### src/rtl/combat_resolver.sv
// Combat resolver: arms on attack_req, resolves hit/block/whiff
// on the next tick, then cools down; health 0 latches KO.
// Ports: clk, rst (async, active-low), tick, attack_req,
//   atk_type, def_type, x_diff -> health, hit, blocked,
//   busy (ARMED/COOLDOWN), ko (KO state).
module combat_resolver #(
  parameter int             HW         = 4,
  parameter int             MAX_HEALTH = 8,
  parameter int             XW         = 10,
  parameter int             RANGE      = 175,
  parameter int             COOLDOWN   = 50_000_000,
  parameter int             CDW        = 32,
  parameter logic [HW-1:0]  DMG0       = HW'(1),
  parameter logic [HW-1:0]  DMG1       = HW'(1),
  parameter logic [HW-1:0]  DMG2       = HW'(1)
) (
  input  logic          clk,
  input  logic          rst,
  input  logic          tick,
  input  logic          attack_req,
  input  logic [1:0]    atk_type,
  input  logic [1:0]    def_type,
  input  logic [XW-1:0] x_diff,
  output logic [HW-1:0] health,
  output logic          hit,
  output logic          blocked,
  output logic          busy,
  output logic          ko
);

  localparam logic [HW-1:0]  HMAX    = HW'(MAX_HEALTH);
  localparam logic [CDW-1:0] CD_LAST = CDW'(COOLDOWN - 1);

  typedef enum logic [1:0] {
    S_IDLE,
    S_ARMED,
    S_COOL,
    S_KO
  } state_t;

  state_t         r_state;
  state_t         w_state_nxt;
  logic [HW-1:0]  r_health;
  logic [HW-1:0]  w_health_nxt;
  logic [CDW-1:0] r_cnt;
  logic [CDW-1:0] w_cnt_nxt;
  logic           r_hit;
  logic           w_hit_nxt;
  logic           r_blk;
  logic           w_blk_nxt;

  logic           w_in_range;
  logic           w_rule;
  logic           w_hits;
  logic [HW-1:0]  w_dmg;
  logic [HW-1:0]  w_health_dmg;
  logic [HW-1:0]  w_health_after;

  assign w_in_range = 32'(x_diff) < 32'(RANGE);

  always_comb begin
    w_rule = 1'b0;
    w_dmg  = '0;
    unique case (atk_type)
      2'b00: begin
        w_rule = (def_type == 2'b00);
        w_dmg  = DMG0;
      end
      2'b01: begin
        w_rule = (def_type != 2'b10);
        w_dmg  = DMG1;
      end
      2'b10: begin
        w_rule = (def_type == 2'b01);
        w_dmg  = DMG2;
      end
      2'b11: begin
        w_rule = 1'b0;
        w_dmg  = '0;
      end
    endcase
  end

  assign w_hits = w_in_range && w_rule;

  // Saturate at zero: damage at or above health means KO.
  assign w_health_dmg = (w_dmg >= r_health) ? '0
                      : r_health - w_dmg;

  assign w_health_after = w_hits ? w_health_dmg : r_health;

  always_comb begin
    w_state_nxt  = r_state;
    w_health_nxt = r_health;
    w_cnt_nxt    = r_cnt;
    w_hit_nxt    = 1'b0;
    w_blk_nxt    = 1'b0;
    unique case (r_state)
      S_IDLE: begin
        if (attack_req) w_state_nxt = S_ARMED;
      end
      S_ARMED: begin
        if (tick) begin
          w_cnt_nxt    = '0;
          w_health_nxt = w_health_after;
          w_hit_nxt    = w_hits;
          w_blk_nxt    = w_in_range && !w_hits
                      && (atk_type != 2'b11);
          w_state_nxt  = (w_health_after == '0) ? S_KO
                       : S_COOL;
        end
      end
      S_COOL: begin
        w_cnt_nxt = r_cnt + 1'b1;
        if (r_cnt == CD_LAST) w_state_nxt = S_IDLE;
      end
      S_KO: begin
        w_state_nxt = S_KO;
      end
    endcase
  end

  always_ff @(posedge clk or negedge rst) begin
    if (!rst) begin
      r_state  <= S_IDLE;
      r_health <= HMAX;
      r_cnt    <= '0;
      r_hit    <= 1'b0;
      r_blk    <= 1'b0;
    end else begin
      r_state  <= w_state_nxt;
      r_health <= w_health_nxt;
      r_cnt    <= w_cnt_nxt;
      r_hit    <= w_hit_nxt;
      r_blk    <= w_blk_nxt;
    end
  end

  assign health  = r_health;
  assign hit     = r_hit;
  assign blocked = r_blk;
  assign busy    = (r_state == S_ARMED)
                || (r_state == S_COOL);
  assign ko      = (r_state == S_KO);

endmodule
### config.mk
export PLATFORM = sky130hd
export DESIGN_NAME = combat_resolver
export DESIGN_NICKNAME = d
export VERILOG_FILES = /design/src/rtl/combat_resolver.sv
export SDC_FILE = /design/constraint.sdc
export NUM_CORES = 1
export LEC_CHECK = 0
export ABC_AREA = 1
export CELL_PAD_IN_SITES_DETAIL_PLACEMENT = 0
export CELL_PAD_IN_SITES_GLOBAL_PLACEMENT = 1
export CORE_UTILIZATION = 45
export CTS_CLUSTER_DIAMETER = 30
export CTS_CLUSTER_SIZE = 24
export DETAILED_ROUTE_END_ITERATION = 8
export PLACE_DENSITY = 0.95
export REMOVE_ABC_BUFFERS = 1
export SLEW_MARGIN = 15
export SYNTH_ARGS = -nofsm -noshare
export SYNTH_HDL_FRONTEND = slang
export SYNTH_SLANG_ARGS = --single-unit
### constraint.sdc
create_clock -name clk -period 3.8 [get_ports clk]
set_input_delay 0.76 -clock clk [delete_from_list [all_inputs] [get_ports clk]]
set_output_delay 0.76 -clock clk [all_outputs]
set_load 0.02 [all_outputs]
==> impl_metrics.ini <==
[outcome]
status = complete, no violations

[power_and_ir_drop]
ir_drop_uv = 370
comb_power_share_pct = 36.3
power_density_nw_per_um2 = 437
p_sw_share_pct = 36.8
p_clk_share_pct = 26.7
p_int_uw = 874
total_power_uw = 1380
p_switching_uw = 509
seqPwrFrac_pct = 36.9
power.leakage_uw = 0.00142

[floorplan]
die_y_um = 79.7
die_area_um2 = 6350
start_util_pct = 47.8
dieWidth_um = 79.7
coreArea_um2 = 5680
rows = 27
io_pins = 26

[worst_setup_path]
crit_path_start = r_state[0]
crit_path_max_fanout = 21
r2r_cells = 13
critical_path.cell_chain = inv_1 -> ha_1 -> inv_1 -> o21ai_2 -> buf_4 -> nand2_4 -> nor2_4 -> nand3_4 -> inv_2 -> nand3_2 -> o21ai_1 -> nand2_1 -> nor2_1
cp_data_required_time_ns = 4.02
endpoint_kind = flip-flop
critical_path_cell_count = 13
max_stage_delay_ns = 0.42
r2r-start = r_state[0]
slowest_stage = dfrtp_1
critPathKind = reg -> reg
crit_top_cell = inv_1
start_kind = flip-flop
path_delay_family = buffers and inverters
arrival_ns = 2.66
worst-path-buf-inv = 4

[grt]
grt_pass1_wl_um = 11400
grt_antenna_before_repair = 0
grt_usage_pct = 22.8
grt_max_degree = 41
grt_overflow = 0
grt_pass1_vias = 2537

[logic_synthesis]
syn_avg_cell_area_um2 = 6.93
ys_seq_elements = 40
ys_warn_count = 0
synth_area_um2 = 2720
seq_area_frac_synth_pct = 36.9
syn_inst = 392
synth_cell_types = 37

[clock_tree]
cts_max_level = 2
cts_hold_buf = 0
clk_latency_ns = 0.29
cts_tree = yes
clkTransAtPathRegs_ns = 0.08
cts_buffer_depth = 2
cts.repair.resized = 0
cts.sinks = 40
cts_setup_buffers = 0
cts_root_buf = clkbuf_8
cts_buffers = 5

[timing]
slew_headroom_pct = 40.8
fin_ws_ns = 1.36
report.final.slew_viol_count = 0
rsz0062_at_grt = no
clock_skew_ns = 0.00624
max_freq_ghz = 0.409
fin_crit_ns = 2.44
tightest_slew_ns = 0.888
setup_violations = 0
finalCritPeriodShare_pct = 64.3
setup_tns_ns = 0
hold_ws_ns = 0.541
finalHoldViolations = 0

[routing]
dr.pass1.iters = 5
postRouteAntennaNets = 0
wl_um = 6440
drt_iter0_markers = 134
via_per_inst = 5.27
wl_per_cell_um = 13.0
vias = 2609
drc = 0

[placed_design]
dp_worst_setup_slack_ns = 1.15
place.gp.congestion = 0.813
detailed_place_hpwl_um = 5060
io_buffers = 25
place_area_um2 = 3050

[cells_and_area]
fin_nets = 447
layout_commonest_cell = nand2_1
drive_above_1_share_pct = 8.98
stdcell_area_um2 = 3170
n_antenna_cell = 0
area_delta_synth_final_pct = 16.6
final_cell_mix = 95 x nand2_1, 59 x inv_1, 45 x nor2_1

[worst_hold_path]
hold_class = reg -> reg
hold_start = r_cnt[1]
hold_depth = 2

[job]
drv_cap = 0
[path summary, 6_finish.rpt]
check	endpoint	slack, ns
setup reg to reg	r_cnt[24]	1.36
setup / recovery	r_cnt[24]	1.36
min in group asynchronous	r_cnt[16]	0.59
hold / removal	r_cnt[1]	0.54
max in group asynchronous	health[0]	2.65
hold reg to reg	r_cnt[1]	0.54
[stage by stage]
stage / instances / utilization (%)
2_1_floorplan: 388 / -
5_1_grt: 495 / 55.8
4_1_cts: 495 / 55.8
3_5_place_dp: 487 / 53.7
6_report: 495 / 55.8
3_3_place_gp: 487 / 53.7
[routing by layer]
metal,vias up,GRT usage [%],part of all wire [%]
li1,1331,-,-
met1,1212,29.6,47
met2,55,39.1,48
met3,11,3.20,3.2
met4,0,6.55,1.6
met5,-,0,0
[cell families (layout without fill, tap and decap cells)]
group	Yosys count	count (layout)	share of synthesized area, %
buffers and inverters	66	97	9.31
flip-flops	40	40	36.9
adder cells (fa/ha/maj)	7	7	3.23
AND/OR/NAND/NOR	229	229	40.0
AO/OA/AOI/OAI	48	48	9.86
XOR/XNOR	2	2	0.645
[registers in the layout (all words and copies together) (netlist names)]
name     cells
blocked      1
health       4
r_state      2
r_cnt       32
hit          1
[Yosys cell counts (all sizes together)]
cell type | instances | area [um^2]
nand2 | 101 | 404
inv | 62 | 233
nor2 | 53 | 234
dfrtp | 39 | 976
nor3 | 25 | 146
nand3 | 24 | 138
o21ai | 24 | 124
nand4 | 19 | 119
a21oi | 16 | 83.8
ha | 7 | 87.6
o21a | 3 | 22.5
and3 | 2 | 12.5
buf | 2 | 12.5
clkbuf | 2 | 7.51
nor3b | 2 | 15.0
or2 | 2 | 12.5
xor2 | 2 | 17.5
a211oi | 1 | 7.51
a221oi | 1 | 8.76
a31oi | 1 | 6.26
dfstp | 1 | 26.3
nor4 | 1 | 6.26
o211ai | 1 | 7.51
o21bai | 1 | 7.51
[power by group through the flow]
stage | sequential (uW) | clock (uW) | combinational [uW]
after detailed placement | 520 | 0 | 503
after global routing | 518 | 400 | 565
after global placement | 519 | 0 | 498
after floorplan | 531 | 0 | 309
final | 511 | 370 | 502
after CTS | 511 | 376 | 507
[cell type report]
cell class / count / area (um^2)
Clock buffer: 6 / 82.6
Sequential cell: 40 / 1000
Fill cell: 554 / 2510
Multi-Input combinational cell: 286 / 1460
Clock inverter: 2 / 38.8
Timing Repair Buffer: 27 / 260
Inverter: 62 / 233
Tap cell: 72 / 90.1
[worst reg2reg max path, delay by kind of cell (launching register included)]
kind / cells / cell delay (ns)
flops: 1 / 0.42
simple gates: 6 / 0.63
fa+ha+maj: 1 / 0.42
compound gates: 2 / 0.27
buf+inv: 4 / 0.63
Note: power is estimated with default switching activity, not from simulation.
